--- config.mk ---
export PLATFORM = sky130hd
export DESIGN_NAME = fwd_hazard_scoreboard
export DESIGN_NICKNAME = d
export VERILOG_FILES = /design/src/rtl/fwd_hazard_scoreboard.sv
export SDC_FILE = /design/constraint.sdc
export NUM_CORES = 1
export LEC_CHECK = 0
export ABC_AREA = 1
export CORE_MARGIN = 2
export CORE_UTILIZATION = 54
export DETAILED_ROUTE_END_ITERATION = 10
export PLACE_DENSITY_LB_ADDON = 0.2
export SLEW_MARGIN = 40
export SYNTH_ARGS = -nofsm -noshare
export SYNTH_HDL_FRONTEND = slang
export SYNTH_SLANG_ARGS = --single-unit
export TNS_END_PERCENT = 10
--- constraint.sdc ---
create_clock -name clk -period 3.45 [get_ports clk]
set_clock_uncertainty 0.1 [all_clocks]
set_input_delay 0.69 -clock clk [delete_from_list [all_inputs] [get_ports clk]]
set_output_delay 0.69 -clock clk [all_outputs]
set_load 0.02 [all_outputs]
--- src/rtl/fwd_hazard_scoreboard.sv ---
// ---------------------------------------------------------------------------
// fwd_hazard_scoreboard
//   Shift-register scoreboard of in-flight register writers (EX..WB). For every
//   source operand in ID it yields either a forwarding select (stage whose
//   output already holds the value) or a stall when the youngest writer has not
//   yet produced its result.
//
//   Optional feature macro: FWD_STATS_EN (adds stall_cnt_o, saturating count of
//   unheld stall cycles).
//
// Ports:
//   clk, rst_n        clock, asynchronous active-low reset
//   id_valid_i        valid instruction in ID
//   id_src_addr_i     packed source addresses, src i at [i*REG_AW +: REG_AW]
//   id_src_use_i      per-src "operand actually read"
//   id_wen_i          ID instruction writes a register
//   id_dst_addr_i     ID destination register
//   id_rdy_stg_i      stage whose output first holds the result
//   hold_i            global freeze, no shift
//   flush_i           kill ID instruction
//   stall_o           hold ID/IF, bubble into EX
//   fwd_sel_o         per src: 0 = regfile, k = forward from stage k
//   stall_cnt_o       (FWD_STATS_EN only) saturating stall-cycle counter
// ---------------------------------------------------------------------------

// Per-operand match against the scoreboard. The youngest matching entry
// (lowest stage index) decides between forward and stall.
module fwd_hazard_src_chk #(
   parameter int NUM_STG = 3,
   parameter int REG_AW  = 5,
   parameter int SEL_W   = 2
) (
   input  logic                           i_en,
   input  logic [REG_AW-1:0]              i_src,
   input  logic [NUM_STG:1]               i_vld,
   input  logic [NUM_STG:1][REG_AW-1:0]   i_dst,
   input  logic [NUM_STG:1][SEL_W-1:0]    i_rdy,
   output logic [SEL_W-1:0]               o_sel,
   output logic                           o_stall
);

   // Walk oldest -> youngest so a younger match overrides an older one.
   always_comb begin
      o_sel   = '0;
      o_stall = 1'b0;
      for (int k = NUM_STG; k >= 1; k--) begin
         if (i_en && (i_src != '0) && i_vld[k] && (i_dst[k] == i_src)) begin
            if (k >= int'(i_rdy[k])) begin
               o_sel   = SEL_W'(k);
               o_stall = 1'b0;
            end else begin
               o_sel   = '0;
               o_stall = 1'b1;
            end
         end
      end
   end

endmodule

module fwd_hazard_scoreboard #(
   parameter  int NUM_SRC = 2,
   parameter  int NUM_STG = 3,
   parameter  int REG_AW  = 5,
   localparam int SEL_W   = $clog2(NUM_STG+1)
) (
   input  logic                       clk,
   input  logic                       rst_n,
   input  logic                       id_valid_i,
   input  logic [NUM_SRC*REG_AW-1:0]  id_src_addr_i,
   input  logic [NUM_SRC-1:0]         id_src_use_i,
   input  logic                       id_wen_i,
   input  logic [REG_AW-1:0]          id_dst_addr_i,
   input  logic [SEL_W-1:0]           id_rdy_stg_i,
   input  logic                       hold_i,
   input  logic                       flush_i,
   output logic                       stall_o,
   output logic [NUM_SRC*SEL_W-1:0]   fwd_sel_o
`ifdef FWD_STATS_EN
  ,output logic [31:0]                stall_cnt_o
`endif
);

   // Scoreboard, index = stage (1 = EX .. NUM_STG = WB)
   logic [NUM_STG:1]               r_vld_pipe;
   logic [NUM_STG:1][REG_AW-1:0]   r_dst;
   logic [NUM_STG:1][SEL_W-1:0]    r_rdy;

   logic [NUM_SRC-1:0]             w_src_stall;
   logic [SEL_W-1:0]               w_rdy_n;
   logic                           w_ins;

   for (genvar i = 0; i < NUM_SRC; i++) begin : g_src
      fwd_hazard_src_chk #(
         .NUM_STG (NUM_STG),
         .REG_AW  (REG_AW),
         .SEL_W   (SEL_W)
      ) u_chk (
         .i_en    (id_valid_i & id_src_use_i[i]),
         .i_src   (id_src_addr_i[i*REG_AW +: REG_AW]),
         .i_vld   (r_vld_pipe),
         .i_dst   (r_dst),
         .i_rdy   (r_rdy),
         .o_sel   (fwd_sel_o[i*SEL_W +: SEL_W]),
         .o_stall (w_src_stall[i])
      );
   end

   // A killed instruction never stalls.
   assign stall_o = (|w_src_stall) & ~flush_i;

   // Clamp ready stage into 1..NUM_STG.
   always_comb begin
      w_rdy_n = id_rdy_stg_i;
      if (id_rdy_stg_i == '0)
         w_rdy_n = SEL_W'(1);
      else if (int'(id_rdy_stg_i) > NUM_STG)
         w_rdy_n = SEL_W'(NUM_STG);
   end

   assign w_ins = id_valid_i & id_wen_i & (id_dst_addr_i != '0) & ~stall_o & ~flush_i;

   // Oldest entry simply falls off: by then the regfile already holds it.
   always_ff @(posedge clk or negedge rst_n) begin
      if (!rst_n) begin
         r_vld_pipe <= '0;
         r_dst      <= '0;
         r_rdy      <= '0;
      end else if (!hold_i) begin
         for (int k = NUM_STG; k >= 2; k--) begin
            r_vld_pipe[k] <= r_vld_pipe[k-1];
            r_dst[k]      <= r_dst[k-1];
            r_rdy[k]      <= r_rdy[k-1];
         end
         r_vld_pipe[1] <= w_ins;
         r_dst[1]      <= id_dst_addr_i;
         r_rdy[1]      <= w_rdy_n;
      end
   end

`ifdef FWD_STATS_EN
   logic [31:0] r_stall_cnt;

   always_ff @(posedge clk or negedge rst_n) begin
      if (!rst_n)
         r_stall_cnt <= '0;
      else if (!hold_i && stall_o && (r_stall_cnt != 32'hFFFF_FFFF))
         r_stall_cnt <= r_stall_cnt + 32'd1;
   end

   assign stall_cnt_o = r_stall_cnt;
`endif

endmodule
## Word level (Yosys, flattened, before mapping)

Cells that the tools add are included.

- Output and inout port bits: 5
- Input port bits: 25
- Register bits: 22

- Mux-type cells: 15
- Bitwise logic cells: 9
- Order comparisons: 2
- Equal/unequal tests: 6
- Reduce and logical (&&, ||, !) cells: 19

Operator list:

| cell | number |
|---|---|
| $eq A5 B5 Y1 | 6 |
| $mux W2 | 8 |
| $reduce_bool A5 Y1 | 3 |
| $logic_and A1 B1 Y1 | 14 |
| $and A1 B1 Y1 | 7 |
| $mux W1 | 7 |
| $ge A1 B2 Y1 const A | 1 |
| $ge A2 B2 Y1 const A | 1 |
| $logic_not A2 Y1 | 1 |
| $not A1 Y1 | 2 |
| $reduce_or A2 Y1 | 1 |

## Longest topological paths before layout

Gate-level depths: netlist of run 1.

- Depth in word-level cells: 11
- Depth in mapped cells: 12

## Modules after synthesis

A second synthesis of run 1 with hierarchy kept.

- Cell total of the unflattened synthesis: 330
- Area total of the unflattened synthesis: 1,875.5 µm²

Modules (own cells, without submodules):

| module | cells each | instances | area an instance (µm²) |
|---|---|---|---|
| fwd_hazard_scoreboard | 108 | 1 | 962.2 |
| fwd_hazard_src_chk | 111 | 2 | 456.7 |

## Worst setup path before layout of run 1

Ideal clock, no wire load.

- Path type: in2out
- From: in id_src_addr_i[6]
- To: out fwd_sel_o[2]
- Path slack: 1,043 ps
- Stages on the path: 7
- Data required time: 2,660 ps
- Path buffers: 0
- Data arrival time: 1,617 ps
- Path through: nor2_1 nand3_1 nand2_1 inv_1 nand3_1 nand2_1 o21ai_0

- Longest elaborated chain between the ends: 7
- Elaborated cells between the ends (all ways): 14
- Those cells by class: eq/ne: 3; mux: 3; reduce/logical: 8

RTL lines:

| item | RTL line | RTL |
|---|---|---|
| from (decl) | 70 | `input logic [NUM_SRC*REG_AW-1:0] id_src_addr_i,` |
| $reduce_bool A5 Y1 | 47 | `if (i_en && (i_src != '0) && i_vld[k] && (i_dst[k] == i_src)) begin` |
| $logic_and A1 B1 Y1 (3 in series) | 47 |  |
| $mux W2 (2 in series) | 47 |  |
| $mux W2 * | 47 |  |
| to (decl) | 78 | `output logic [NUM_SRC*SEL_W-1:0] fwd_sel_o` |

Every way passes the cells marked *; elsewhere a longest branch is shown, timed or not.

## Final worst setup path of run 1

- From: in id_src_addr_i[9]
- To: out fwd_sel_o[3]

Same word-level chain as after synthesis.

==> metrics.json, run 1 <==
{
  "postSynthCellCount": 221,
  "antenna_violations_before_repair": 0,
  "ys_seq_elements": 22,
  "timing.slew.headroom_pct": 68.13,
  "synth_top_cell_area_share_pct": 38.19,
  "number_of_buffers_inserted_during_clock_tree_synthesis": 3,
  "commonest_non_fill_non_tap_cell_in_the_layout": "sky130_fd_sc_hd__nand2_1",
  "net-switching-power_uw": 194.6,
  "post_synth_fa_ha_maj_area_fraction_pct": 0,
  "clock_sink_count": 22,
  "synth_mux_area_share_pct": 0,
  "highest_net_fanout_along_the_worst_path": 3,
  "syn2layout_area_growth_pct": 29.69,
  "vias": 1514,
  "grt_setup_unrepaired": "false",
  "avgSynthCellArea_um2": 6.522,
  "post_dp_cell_area_um2": 1805,
  "postSynthNetCount": 246,
  "run_status": "finished, final reports clean",
  "synth_seq_area_share_pct": 38.19,
  "timing.critical_path.max_delay_family": "buffers and inverters",
  "arrival_time_reported_for_the_critical_path_endpoint_ns": 2.54,
  "clock_tree.htree_level_count": 1,
  "grt_first_pass_wirelength_um": 6285,
  "io_buffers": 29,
  "timing.max_cap.violations": 0,
  "routability_driven_placement_congestion_ratio": 0.9757,
  "synth_top_family_by_area": "simple AND/OR/NAND/NOR gates",
  "timing.fmax_ghz": 0.3002,
  "timing.final.max_slew_violations": 0,
  "synth.cell_area_um2": 1441,
  "drtIter0Drc": 89,
  "synth.largest_area_cell": "sky130_fd_sc_hd__dfrtp_1",
  "final_cell_count_no_fill": 287,
  "start_util_pct": 57.66,
  "filler_cell_count": 209,
  "power_per_cell_area_nw_per_um2": 355.0,
  "setup_tns_ns": 0,
  "dp.final_hpwl_um": 2949,
  "post_route_cell_area_um2": 1869,
  "fraction_of_the_mapped_netlist_area_in_compound_gates_pct": 12.85,
  "drt_pass1_iterations": 6,
  "max_stage_delay_ns": 0.62,
  "hold_path_class": "in2async",
  "design.final.nets": 283,
  "fraction_of_layout_cells_with_a_size_suffix_above_1_pct": 8.560,
  "remaining_drc_errors": 0,
  "io-pin-count": 30,
  "whs_ns": 0.2119,
  "clk_transition_reported_paths_ns": 0.13,
  "dp_cells": 283,
  "final_min_period_over_clock_period_pct": 96.56,
  "route.antenna.remaining_nets": 0,
  "synth-simple-area-share_pct": 33.94,
  "detail_route.wl_per_cell_um": 13.24,
  "minimum_clock_period_ns": 3.331,
  "mostFrequentLayoutCells": "74 x sky130_fd_sc_hd__nand2_1, 31 x sky130_fd_sc_hd__inv_1, 26 x sky130_fd_sc_hd__o21ai_0, 24 x sky130_fd_sc_hd__clkdlybuf4s50_1, 22 x sky130_fd_sc_hd__dfrtp_1",
  "timing.final.hold_violations": 0,
  "post-cts-setup-buffer-count": 0,
  "cts-root-to-sink-buffers": 2,
  "power.share.clock_pct": 29.6,
  "core_area_um2": 2500,
  "gr-total-overflow": 0,
  "end_kind": "output port",
  "worstPathCellList": "clkdlybuf4s50_1 -> buf_4 -> xnor2_1 -> nand2_1 -> nor2_1 -> nand3_1 -> a21oi_1 -> clkdlybuf4s50_1",
  "ctsRootBufferMaster": "sky130_fd_sc_hd__clkbuf_4",
  "share_seq_of_total_power_pct": 47.1,
  "die_area_um2": 3099,
  "tritoncts": "yes",
  "crit_path_start_kind": "primary input",
  "post_synth_num_cell_types": 22,
  "post_dr_vias_cell": 5.275,
  "grt_start_max_net_pins": 23,
  "vias_in_the_first_global_route": 1420,
  "power.combinational.fraction_pct": 23.2,
  "cp_data_required_time_ns": 2.66,
  "swShare_pct": 29.32,
  "grt_util_all_layers_pct": 25.39,
  "cp.buffers_inverters": 3,
  "setup_violations": 0,
  "critical_path.most_common_cell": "sky130_fd_sc_hd__clkdlybuf4s50_1",
  "synth_warnings": 0,
  "maximum_vdd_drop_mv": 0.4103,
  "clock_insertion_delay_worst_skew_ns": 0.31,
  "timing_worst_setup_path_type": "in2out",
  "antenna_cells": 0,
  "drt-total-wl_um": 3801,
  "internal-power_uw": 469.0,
  "crit_path_top_delay_cell": "sky130_fd_sc_hd__clkdlybuf4s50_1",
  "worst-slew-pin-transition_ns": 0.4780,
  "p_leak_uw": 0.0009822,
  "fp.dieW_um": 55.67,
  "synthTopCellsByArea": "sky130_fd_sc_hd__dfrtp_1 38%, sky130_fd_sc_hd__nand2_1 19%, sky130_fd_sc_hd__o21ai_0 9.0%",
  "fraction_of_synthesized_cell_area_in_xor_and_xnor_cells_pct": 4.861,
  "site_row_count": 18,
  "fp.dieH_um": 55.67
}
cell families after synthesis:
group / after synthesis
buffers and inverters: 39
and+or+nand+nor: 117
DFF: 22
xor gates and xnor gates: 8
AOI/OAI and AO/OA: 35
sequential cells by signal, indices dropped and copies added (netlist names):
name and cells:
r_vld_pipe 3, r_dst 15, r_rdy 4
power groups by stage:
| stage | Clock [uW] | Sequential (uW) | Combinational [uW] |
|---|---|---|---|
| after floorplan | 0 | 307 | 86.0 |
| after global placement | 0 | 316 | 147 |
| after detailed placement | 0 | 317 | 148 |
| after CTS | 198 | 312 | 152 |
| after global routing | 205 | 315 | 174 |
| final | 197 | 313 | 154 |
final timing paths:
kind,from,endpoint,slack (ns),cells past startpoint
setup / recovery,id_src_addr_i[9],fwd_sel_o[3],0.12,8
hold / removal,rst_n,r_dst[11],0.21,1
setup reg to reg,r_dst[4],r_vld_pipe[1],1.75,9
hold reg to reg,r_dst[8],r_dst[8],0.40,2
max in group asynchronous,rst_n,r_vld_pipe[1],2.71,1
min in group clk,r_dst[8],r_dst[8],0.40,2
synthesized netlist by cell type:
| master | n |
|---|---|
| sky130_fd_sc_hd__nand2_1 | 74 |
| sky130_fd_sc_hd__inv_1 | 31 |
| sky130_fd_sc_hd__o21ai_0 | 26 |
| sky130_fd_sc_hd__dfrtp_1 | 22 |
| sky130_fd_sc_hd__nor2_1 | 17 |
| sky130_fd_sc_hd__nand3_1 | 13 |
| sky130_fd_sc_hd__a21oi_1 | 5 |
| sky130_fd_sc_hd__clkbuf_1 | 5 |
| sky130_fd_sc_hd__nand4_1 | 5 |
| sky130_fd_sc_hd__xnor2_1 | 4 |
| sky130_fd_sc_hd__xor2_1 | 4 |
| sky130_fd_sc_hd__inv_2 | 3 |
| sky130_fd_sc_hd__nor3_1 | 3 |
| sky130_fd_sc_hd__a21boi_0 | 1 |
| sky130_fd_sc_hd__and3_2 | 1 |
| sky130_fd_sc_hd__nor2_2 | 1 |
| sky130_fd_sc_hd__nor3_2 | 1 |
| sky130_fd_sc_hd__nor4_1 | 1 |
| sky130_fd_sc_hd__o2111a_1 | 1 |
| sky130_fd_sc_hd__o21ai_1 | 1 |
| sky130_fd_sc_hd__o22ai_1 | 1 |
| sky130_fd_sc_hd__or2_2 | 1 |
per-layer routing:
metal / global-route usage (%) / vias up / routed length (um)
met1: 31.85 / 661 / 1548
li1: - / 768 / -
met2: 45.24 / 77 / 1891
met3: 4.186 / 8 / 305
met4: 6.272 / 0 / 56
met5: 0 / - / 0
area by class of cell:
type | count | area (um2) | share of cell area [%]
Tap cell | 30 | 37.54 | 2.008
Sequential cell | 22 | 550.5 | 29.45
Timing Repair Buffer | 37 | 345.3 | 18.47
Clock inverter | 1 | 30.03 | 1.606
Inverter | 34 | 127.6 | 6.827
Clock buffer | 3 | 22.52 | 1.205
Multi-Input combinational cell | 160 | 755.7 | 40.43
stage by stage:
stage	util (%)	worst slack (ns)	power, uW
floorplan	-	1.043	393.2
global placement	72.42	-0.07329	462.9
detailed placement	72.22	-0.1167	465.3
CTS	74.42	0.06792	661.7
global route	74.77	0.01058	694.2
finish	74.77	0.1187	663.6
worst register-to-register path: stages (launching register included):
cell	delay, ns
sky130_fd_sc_hd__dfrtp_1	0.48
sky130_fd_sc_hd__xor2_1	0.18
sky130_fd_sc_hd__nor3_1	0.29
sky130_fd_sc_hd__nand2_1	0.12
sky130_fd_sc_hd__nand2_1	0.10
sky130_fd_sc_hd__nand2_1	0.06
sky130_fd_sc_hd__nand2_1	0.07
sky130_fd_sc_hd__nand2_1	0.07
sky130_fd_sc_hd__nand2_1	0.07
sky130_fd_sc_hd__nand2_1	0.05
repair_timing:
action | CTS | global route
hold buffers | 0 | 0
resized for setup | 4 | 3
endpoints found under the hold margin | 0 | 0
endpoints found under the setup margin | 3 | 3
Power figures use the tool's default switching activity.
==> run 2: changes to the inputs <==
--- a/config.mk
+++ b/config.mk
@@ -9,6 +9,7 @@
 export CORE_MARGIN = 2
 export CORE_UTILIZATION = 54
 export DETAILED_ROUTE_END_ITERATION = 10
+export GPL_TIMING_DRIVEN = 1
 export PLACE_DENSITY_LB_ADDON = 0.2
 export SLEW_MARGIN = 40
 export SYNTH_ARGS = -nofsm -noshare
==> results of run 2 <==
Final layout, timing and power as in run 1 (identical DEF).
